$ cat config.mk
export PLATFORM = sky130hd
export DESIGN_NAME = calc_seq_ctrl
export DESIGN_NICKNAME = d
export VERILOG_FILES = /design/src/rtl/calc_pkg.sv /design/src/rtl/btn_pulse.sv /design/src/rtl/calc_seq_ctrl.sv
export SDC_FILE = /design/constraint.sdc
export NUM_CORES = 1
export LEC_CHECK = 0
export BUFFER_PORTS_ARGS = -buffer_cell sky130_fd_sc_hd__buf_4
export CORE_MARGIN = 8
export CORE_UTILIZATION = 44
export CTS_CLUSTER_SIZE = 10
export DETAILED_ROUTE_END_ITERATION = 16
export PLACE_DENSITY = 0.74
export SLEW_MARGIN = 20
export SYNTH_ARGS = -nofsm -noshare
export SYNTH_HDL_FRONTEND = slang
export SYNTH_SLANG_ARGS = --single-unit
$ cat constraint.sdc
create_clock -name clock -period 1.81 [get_ports clock]
set_clock_uncertainty 0.05 [all_clocks]
set_input_delay 0.2715 -clock clock [delete_from_list [all_inputs] [get_ports clock]]
set_output_delay 0.2715 -clock clock [all_outputs]
set_load 0.02 [all_outputs]
$ cat src/rtl/calc_pkg.sv
// Shared types and constants for the calculator sequencing controller.
package calc_pkg;

  localparam int NUM_OPND_MAX = 8;
  localparam int IDX_W        = 3;

  typedef enum logic [2:0] {
    ST_IDLE,
    ST_LOAD,
    ST_EXEC,
    ST_SHOW,
    ST_ERR
  } state_e;

  localparam logic [3:0] LED_IDLE  = 4'd0;
  localparam logic [3:0] LED_LOAD0 = 4'd1;
  localparam logic [3:0] LED_EXEC  = 4'd9;
  localparam logic [3:0] LED_SHOW  = 4'd10;
  localparam logic [3:0] LED_ERR   = 4'd15;

  function automatic logic [3:0] load_led(input logic [IDX_W-1:0] idx);
    return LED_LOAD0 + {1'b0, idx};
  endfunction

endpackage

$ cat src/rtl/btn_pulse.sv
// Two-flop synchroniser plus rising-edge detector for a raw button; one-cycle pulse out.
// Pulses are suppressed until the pipeline holds real samples, so a button held through reset never fires.
module btn_pulse (
  input  logic clk_i,
  input  logic rst_n_i,
  input  logic btn_i,
  output logic pulse_o
);

  logic       s1_q, s2_q, s3_q;
  logic [1:0] warm_q;

  always_ff @(posedge clk_i or negedge rst_n_i) begin
    if (!rst_n_i) begin
      s1_q   <= 1'b0;
      s2_q   <= 1'b0;
      s3_q   <= 1'b0;
      warm_q <= 2'd0;
    end else begin
      s1_q <= btn_i;
      s2_q <= s1_q;
      s3_q <= s2_q;
      if (warm_q != 2'd3) warm_q <= warm_q + 2'd1;
    end
  end

  // s3_q holds a genuine post-reset sample only once warm_q saturates
  assign pulse_o = s2_q & ~s3_q & (warm_q == 2'd3);

endmodule

$ cat src/rtl/calc_seq_ctrl.sv
// Calculator sequencing FSM: IDLE -> LOAD[0..NUM_OPND-1] -> EXEC -> SHOW, chained reuse of the result.
// Define CALC_OVF_ERR_EN to route an overflowing ALU result into the ERR state.
module calc_seq_ctrl
  import calc_pkg::*;
#(
  parameter int NUM_OPND = 2,
  parameter int OPW      = 2
) (
  input  logic                clock,
  input  logic                clear,
  input  logic                enter,
  input  logic [OPW-1:0]      op_sel,
  input  logic                alu_done,
  input  logic                alu_ovf,
  output logic                reset_dp,
  output logic [NUM_OPND-1:0] ld_opnd,
  output logic                ld_r,
  output logic [OPW-1:0]      op,
  output logic                alu_start,
  output logic                ld_ou,
  output logic                iu_au,
  output logic                chain,
  output logic [3:0]          state_led,
  output logic                err
);

  localparam logic [IDX_W-1:0] LAST_IDX = IDX_W'(NUM_OPND - 1);

  state_e           state_q, state_d;
  logic [IDX_W-1:0] idx_q, idx_d;
  logic             chain_q, chain_d;
  logic [OPW-1:0]   op_q, op_d;
  logic             alu_start_q, alu_start_d;
  logic             ld_r_q, ld_r_d;
  logic             enter_p;
  logic             ovf_err;

  btn_pulse u_btn (
    .clk_i   (clock),
    .rst_n_i (clear),
    .btn_i   (enter),
    .pulse_o (enter_p)
  );

`ifdef CALC_OVF_ERR_EN
  assign ovf_err = alu_ovf;
`else
  logic ovf_unused;
  assign ovf_unused = alu_ovf;
  assign ovf_err    = 1'b0;
`endif

  always_ff @(posedge clock or negedge clear) begin
    if (!clear) begin
      state_q     <= ST_IDLE;
      idx_q       <= '0;
      chain_q     <= 1'b0;
      op_q        <= '0;
      alu_start_q <= 1'b0;
      ld_r_q      <= 1'b0;
    end else begin
      state_q     <= state_d;
      idx_q       <= idx_d;
      chain_q     <= chain_d;
      op_q        <= op_d;
      alu_start_q <= alu_start_d;
      ld_r_q      <= ld_r_d;
    end
  end

  // alu_start and ld_r are registered so they land in the first EXEC / first SHOW cycle
  always_comb begin
    state_d     = state_q;
    idx_d       = idx_q;
    chain_d     = chain_q;
    op_d        = op_q;
    alu_start_d = 1'b0;
    ld_r_d      = 1'b0;
    case (state_q)
      ST_IDLE: begin
        if (enter_p) begin
          state_d = ST_LOAD;
          idx_d   = '0;
        end
      end
      ST_LOAD: begin
        if (enter_p) begin
          if (idx_q == LAST_IDX) begin
            state_d     = ST_EXEC;
            alu_start_d = 1'b1;
            op_d        = op_sel;
          end else begin
            idx_d = idx_q + {{(IDX_W-1){1'b0}}, 1'b1};
          end
        end
      end
      ST_EXEC: begin
        if (alu_done) begin
          if (ovf_err) begin
            state_d = ST_ERR;
          end else begin
            state_d = ST_SHOW;
            ld_r_d  = 1'b1;
          end
        end
      end
      ST_SHOW: begin
        if (enter_p) begin
          state_d = ST_LOAD;
          idx_d   = {{(IDX_W-1){1'b0}}, 1'b1};
          chain_d = 1'b1;
        end
      end
      ST_ERR: begin
        if (enter_p) begin
          state_d = ST_IDLE;
          chain_d = 1'b0;
          op_d    = '0;
        end
      end
      default: begin
        state_d = ST_IDLE;
        chain_d = 1'b0;
        op_d    = '0;
      end
    endcase
  end

  always_comb begin
    reset_dp  = 1'b0;
    ld_opnd   = '0;
    ld_ou     = 1'b0;
    iu_au     = 1'b0;
    state_led = LED_IDLE;
    case (state_q)
      ST_IDLE: begin
        reset_dp = 1'b1;
        iu_au    = 1'b1;
      end
      ST_LOAD: begin
        ld_opnd   = NUM_OPND'(1) << idx_q;
        ld_ou     = 1'b1;
        iu_au     = 1'b1;
        state_led = load_led(idx_q);
      end
      ST_EXEC: state_led = LED_EXEC;
      ST_SHOW: begin
        ld_ou     = 1'b1;
        state_led = LED_SHOW;
      end
      ST_ERR:  state_led = LED_ERR;
      default: begin
        reset_dp = 1'b1;
        iu_au    = 1'b1;
      end
    endcase
  end

`ifdef CALC_OVF_ERR_EN
  assign err = (state_q == ST_ERR);
`else
  assign err = 1'b0;
`endif

  assign op        = op_q;
  assign chain     = chain_q;
  assign alu_start = alu_start_q;
  assign ld_r      = ld_r_q;

endmodule

==> results.py, run 1 <==
metrics = {
    "setup_path": {
        "crit_path_max_fanout": 5,
        "cp_num_buf_inv": 2,
        "slowest_stage": "dfrtp_2",
        "crit_required_ps": 1490,
        "path_delay_family": "flip-flops",
        "criticalPathCategory": "flip-flop to primary output",
        "max_stage_delay_ps": 460,
        "path_cells": "ha_4, buf_4, or2_4, buf_6",
        "end_kind": "primary output",
        "start_kind": "flip-flop",
        "cp.arrival_ps": 1480,
    },
    "yosys": {
        "synth_area_um2": 888,
        "synth_edf_count": 0,
        "yosys_warnings": 0,
        "synthTopCellsByArea": "dfrtp_1 (42%), ha_1 (11%), inv_1 (3.8%)",
        "synth_seq_cells": 15,
        "synth_nets": 104,
        "yosysUniqueCellTypes": 39,
        "synth_flop_cell": "dfrtp_1",
        "synth_most_common_cell": "dfrtp_1",
        "synthArstFlopShare_pct": 100,
        "ys_seq_area_share_pct": 42.3,
        "netlist_top_cells_count": "dfrtp_1 (15), inv_1 (9), ha_1 (8)",
        "yosys.area.top_type": "dfrtp_1",
        "syn-instance-count": 89,
        "synth_top_area_share_pct": 42.3,
        "synth_area_per_cell_um2": 9.98,
    },
    "power_and_ir_drop": {
        "powerDensity_mw_per_mm2": 1870,
        "p_leak_nw": 0.584,
        "peakVddDrop_uv": 1180,
    },
    "floorplan": {
        "rows": 16,
        "core_area_mm2": 0.00194,
        "die_h_um": 60.9,
        "die_width_um": 60.9,
        "start_util_pct": 45.7,
        "die_area_mm2": 0.00371,
        "io-pin-count": 22,
    },
    "final_layout": {
        "insertedDiodeCount": 0,
        "layout.nets": 139,
        "syn2layout_area_growth_pct": 46.9,
        "layout-drive-gt1-share_pct": 48.8,
        "fillCellCount": 145,
        "multi_input_area_um2": 543,
        "layout.cells.non_filler": 150,
        "seq_area_um2": 377,
    },
    "cts": {
        "cts.sinks": 15,
        "root_buffer": "clkbuf_4",
        "insertion_delay_ps": 300,
        "cts.htree.levels": 1,
        "cts_tree": "done",
        "cts.path.max_buffers": 2,
        "numCtsBuffers": 3,
        "path_clk_slew_ps": 110,
    },
    "global_routing": {
        "grt_max_degree": 16,
        "antenna_found_initial": 0,
        "overflow": 0,
        "grt_usage_pct": 12.7,
        "grt_pass1_vias": 811,
        "grt_pass1_wl_um": 3560,
    },
    "detailed_routing": {
        "drt_drc_violations_left": 0,
        "wl_per_cell_um": 14.6,
        "routed_wl_um": 2180,
        "drt_pass1_iterations": 4,
        "via_count": 783,
        "vias_per_cell": 5.22,
        "antenna_violating_nets_post_route": 0,
        "first_iter_violations": 11,
    },
    "timing": {
        "period_minus_slack_ps": 1810,
        "hold_viol_final": 0,
        "final-setup-viol-count": 0,
        "setup_tns_ps": 0,
        "rsz0062_at_grt": "yes",
        "timing.final.crit_share_pct": 99.7,
        "max_freq_mhz": 554,
        "final_max_slew_viol_count": 0,
    },
    "place": {
        "place_inst": 139,
        "io_buffers": 19,
        "routabilityCongestion": 0.879,
        "dpl.hpwl_um": 1560,
    },
    "run": {
        "maxCapViolations": 0,
    },
    "worst_hold_path": {
        "hold_class": "primary input to flip-flop",
    },
    "status": {
        "status": "completed",
    },
}
[logic make-up after synthesis]
family	Yosys count	synth area share, %
compound gates	23	19.0
mux	1	1.27
simple gates	25	16.1
xor+xnor	2	1.97
flops	15	42.3
other cells	1	0.422
fa+ha+maj	8	11.3
buf+inv	14	7.74
[placed cells by master (no fill, tap or decap), types with 2 or more instances in the layout]
master	instances
inv_1	7
clkbuf_4	3
ha_1	4
a21oi_2	2
nor2_1	4
dfrtp_1	14
a22oi_1	3
inv_2	3
a22o_1	2
nand2_1	3
a21o_1	2
buf_4	26
buf_6	7
o21ai_1	3
ha_4	3
o22ai_1	4
[metrics by stage]
stage               worst slack [ps]  power, mW  cell area, um^2  hold WS (ps)  util (%)
global route                   -40.9       2.60             1310          16.9      67.2
floorplan                       84.9       1.38              900         -74.1         -
finish                          4.92       2.44             1310          17.0      67.2
CTS                             2.69       2.20             1210          19.7      62.1
global placement                 137       1.85             1100          82.2      56.9
detailed placement               104       1.87             1100          85.4      56.9
[flip-flops by register name (all words and copies together), names as in the netlist]
| signal | cells |
|---|---|
| idx_q | 3 |
| u_btn.s1_q | 1 |
| ld_r | 1 |
| op | 2 |
| alu_start | 1 |
| chain | 1 |
| u_btn.s3_q | 1 |
| u_btn.s2_q | 1 |
| u_btn.warm_q | 2 |
| state_q | 2 |
[worst reg2reg max path, stage by stage, from the launching register on]
cell	delay (ps)
dfrtp_2	460
ha_4	190
buf_4	130
buf_4	130
nor3_2	230
o22ai_2	120
a21o_1	180
a22oi_2	170
[where the power goes]
part | internal (mW) | switching [mW] | total [mW]
Combinational | 0.821 | 0.898 | 1.72
Clock | 0.0843 | 0.134 | 0.218
Sequential | 0.422 | 0.0813 | 0.503
Total | 1.33 | 1.11 | 2.44
[path summary, 6_finish.rpt]
check | from | endpoint | slack (ps) | depth (start not counted)
min in group asynchronous | clear | u_btn.s1_q$_DFF_PN0_ | 290 | 2
min reg2reg | u_btn.s1_q$_DFF_PN0_ | u_btn.s2_q$_DFF_PN0_ | 310 | 0
min | enter | u_btn.s1_q$_DFF_PN0_ | 20 | 1
max reg2reg | state_q[0]$_DFFE_PN0P_ | idx_q[0]$_DFFE_PN0P_ | 70 | 7
max in group asynchronous | clear | state_q[0]$_DFFE_PN0P_ | 1230 | 2
max | state_q[0]$_DFFE_PN0P_ | ld_ou | 5 | 4
[layer usage]
layer	global-route usage [%]	part of all wire (%)	vias up
met2	24.7	50	18
met3	2.97	4.6	5
met5	0	0	-
met1	12.9	44	383
li1	-	-	377
met4	3.99	1.3	0
[repair_timing]
action | 4_1_cts | 5_1_grt
gates resized for setup | 11 | 16
hold endpoints to repair | 15 | 0
buffers inserted | 4 | 2
gates cloned | 0 | 0
endpoints found under the setup margin | 7 | 8
hold buffers | 1 | 0
pin swaps | 1 | 4
[final cells by class]
type	count	area share, %
Inverter	10	2.88
Multi-Input combinational cell	60	41.6
Clock buffer	3	1.73
Tap cell	27	2.59
Clock inverter	1	0.575
Sequential cell	15	28.9
Timing Repair Buffer	34	21.8
Power figures use the tool's default switching activity.
==> run 2: changes to the inputs <==
Settings changed: GPL_TIMING_DRIVEN set to 0.
==> results.py, run 2 (synthesis gave the netlist of run 1 again) <==
metrics = {
    "cts": {
        "cts.path.max_buffers": 2,
        "path_clk_slew_ps": 90,
        "cts_tree": "done",
        "root_buffer": "clkbuf_4",
        "insertion_delay_ps": 290,
        "cts.sinks": 15,
        "numCtsBuffers": 3,
        "cts.htree.levels": 1,
    },
    "place": {
        "pre_cts_slack_ps": 26.1,
        "routabilityCongestion": 0.847,
        "dpl.hpwl_um": 1510,
        "io_buffers": 19,
    },
    "setup_path": {
        "reg2reg_to": "idx_q[0]$_DFFE_PN0P_",
        "r2r_start": "state_q[0]$_DFFE_PN0P_",
        "cp.arrival_ps": 1480,
        "crit_required_ps": 1490,
        "ff2ff_path_depth": 7,
        "ff2ff_setup_slack_ps": 70,
        "crit_path_max_fanout": 6,
        "crit_start": "state_q[1]$_DFFE_PN0P_",
        "end_kind": "primary output",
        "criticalPathCategory": "flip-flop to primary output",
        "start_kind": "flip-flop",
    },
    "power_and_ir_drop": {
        "peakVddDrop_uv": 1010,
        "powerDensity_mw_per_mm2": 1800,
        "p_leak_nw": 0.571,
    },
    "timing": {
        "rsz0062_at_grt": "yes",
        "period_minus_slack_ps": 1810,
        "final-setup-viol-count": 0,
        "setup_tns_ps": 0,
        "max_freq_mhz": 554,
        "hold_viol_final": 0,
        "final_max_slew_viol_count": 0,
        "setup_ws_ps": 4.80,
        "timing.final.crit_share_pct": 99.7,
    },
    "worst_hold_path": {
        "whs_path_depth": 1,
        "hold_class": "primary input to flip-flop",
        "whs_endpoint": "u_btn.s1_q$_DFF_PN0_",
        "min-delay-start": "enter",
    },
    "final_layout": {
        "utilization_pct": 63.2,
        "syn2layout_area_growth_pct": 38.2,
        "layout-drive-gt1-share_pct": 44.3,
        "layout_commonest_cell": "buf_4",
        "regMostFlops": "idx_q",
        "insertedDiodeCount": 0,
        "layout.nets": 138,
        "final_cell_mix": "buf_4 (29), dfrtp_1 (12), inv_1 (8)",
        "largest_reg_flops": 3,
    },
    "detailed_routing": {
        "routed_wl_um": 2180,
        "antenna_violating_nets_post_route": 0,
        "vias_per_cell": 5.34,
        "drt_pass1_iterations": 4,
        "first_iter_violations": 23,
        "drt_drc_violations_left": 0,
        "wl_per_cell_um": 14.6,
        "via_count": 795,
    },
    "global_routing": {
        "grt_pass1_wl_um": 3350,
        "grt_pass1_vias": 769,
        "grt_max_degree": 16,
        "overflow": 0,
        "grt_usage_pct": 12.1,
        "antenna_found_initial": 0,
    },
    "run": {
        "maxCapViolations": 0,
    },
    "floorplan": {
        "io-pin-count": 22,
        "die_width_um": 60.9,
        "start_util_pct": 45.7,
        "rows": 16,
        "core_area_mm2": 0.00194,
        "die_area_mm2": 0.00371,
        "die_h_um": 60.9,
    },
    "status": {
        "status": "completed",
    },
}
-- run 2: cell types whose count changed in the layout (fill, tap and decap cells not counted), moves of 2 or more --
| cell | change |
|---|---|
| nor2_1 | +2 |
| dfrtp_2 | +2 |
| dfrtp_1 | -2 |
| buf_4 | +3 |
| a21oi_1 | +2 |
| buf_6 | -4 |
| a21oi_2 | -2 |
-- run 2: cell type report --
class / instances / area, um^2
repair buffers: 29 / 224
plain buffers: 4 / 37.5
flip-flops and latches: 15 / 379
well taps: 27 / 33.8
fillers: 172 / 714
multi-input cells: 60 / 488
inverters: 10 / 37.5
clock inverters: 1 / 5.00
clock buffers: 3 / 22.5
-- run 2: how the worst max path moves through the flow --
stage / end / cells past startpoint
2_1_floorplan: state_led[3] / 5
3_3_place_gp: state_led[3] / 6
3_5_place_dp: state_led[3] / 6
4_1_cts: state_led[3] / 6
5_1_grt: state_led[3] / 6
6_report: ld_ou / 4
-- run 2: metal layers --
layer  vias to the layer above  GRT usage (%)  routed length [um]  part of all wire, %
li1                        379              -                   -                    -
met1                       384           13.3                 849                   39
met2                        25           20.5                1140                   52
met3                         7           3.60                 134                  6.1
met4                         0           6.64                  59                  2.7
met5                         -              0                   0                    0
-- run 2: timing repair --
| action | CTS | global route |
|---|---|---|
| setup endpoints to repair | 7 | 8 |
| endpoints found under the hold margin | 15 | 0 |
| gates resized for setup | 9 | 4 |
| pin swaps | 1 | 3 |
| hold buffers | 1 | 0 |
| setup buffers | 4 | 5 |
-- run 2: worst max-delay path: stages (launching register included) --
cell	delay [ps]
dfrtp_1	420
buf_4	150
ha_4	170
or2_2	300
buf_6	140
-- run 2: report_power, final --
part           internal, mW  total (mW)  switching, mW
clock network        0.0824       0.199          0.116
registers             0.426       0.519         0.0922
logic                 0.690        1.49          0.802
-- run 2: stage by stage --
stage          hold WS (ps)  area [um^2]  total power [mW]  std cells
3_3_place_gp           84.5         1080              1.75        135
6_report               29.5         1230              2.21        149
3_5_place_dp           86.9         1080              1.77        135
5_1_grt                18.6         1230              2.37        149
2_1_floorplan         -74.1          900              1.38         89
4_1_cts                26.4         1170              2.08        144
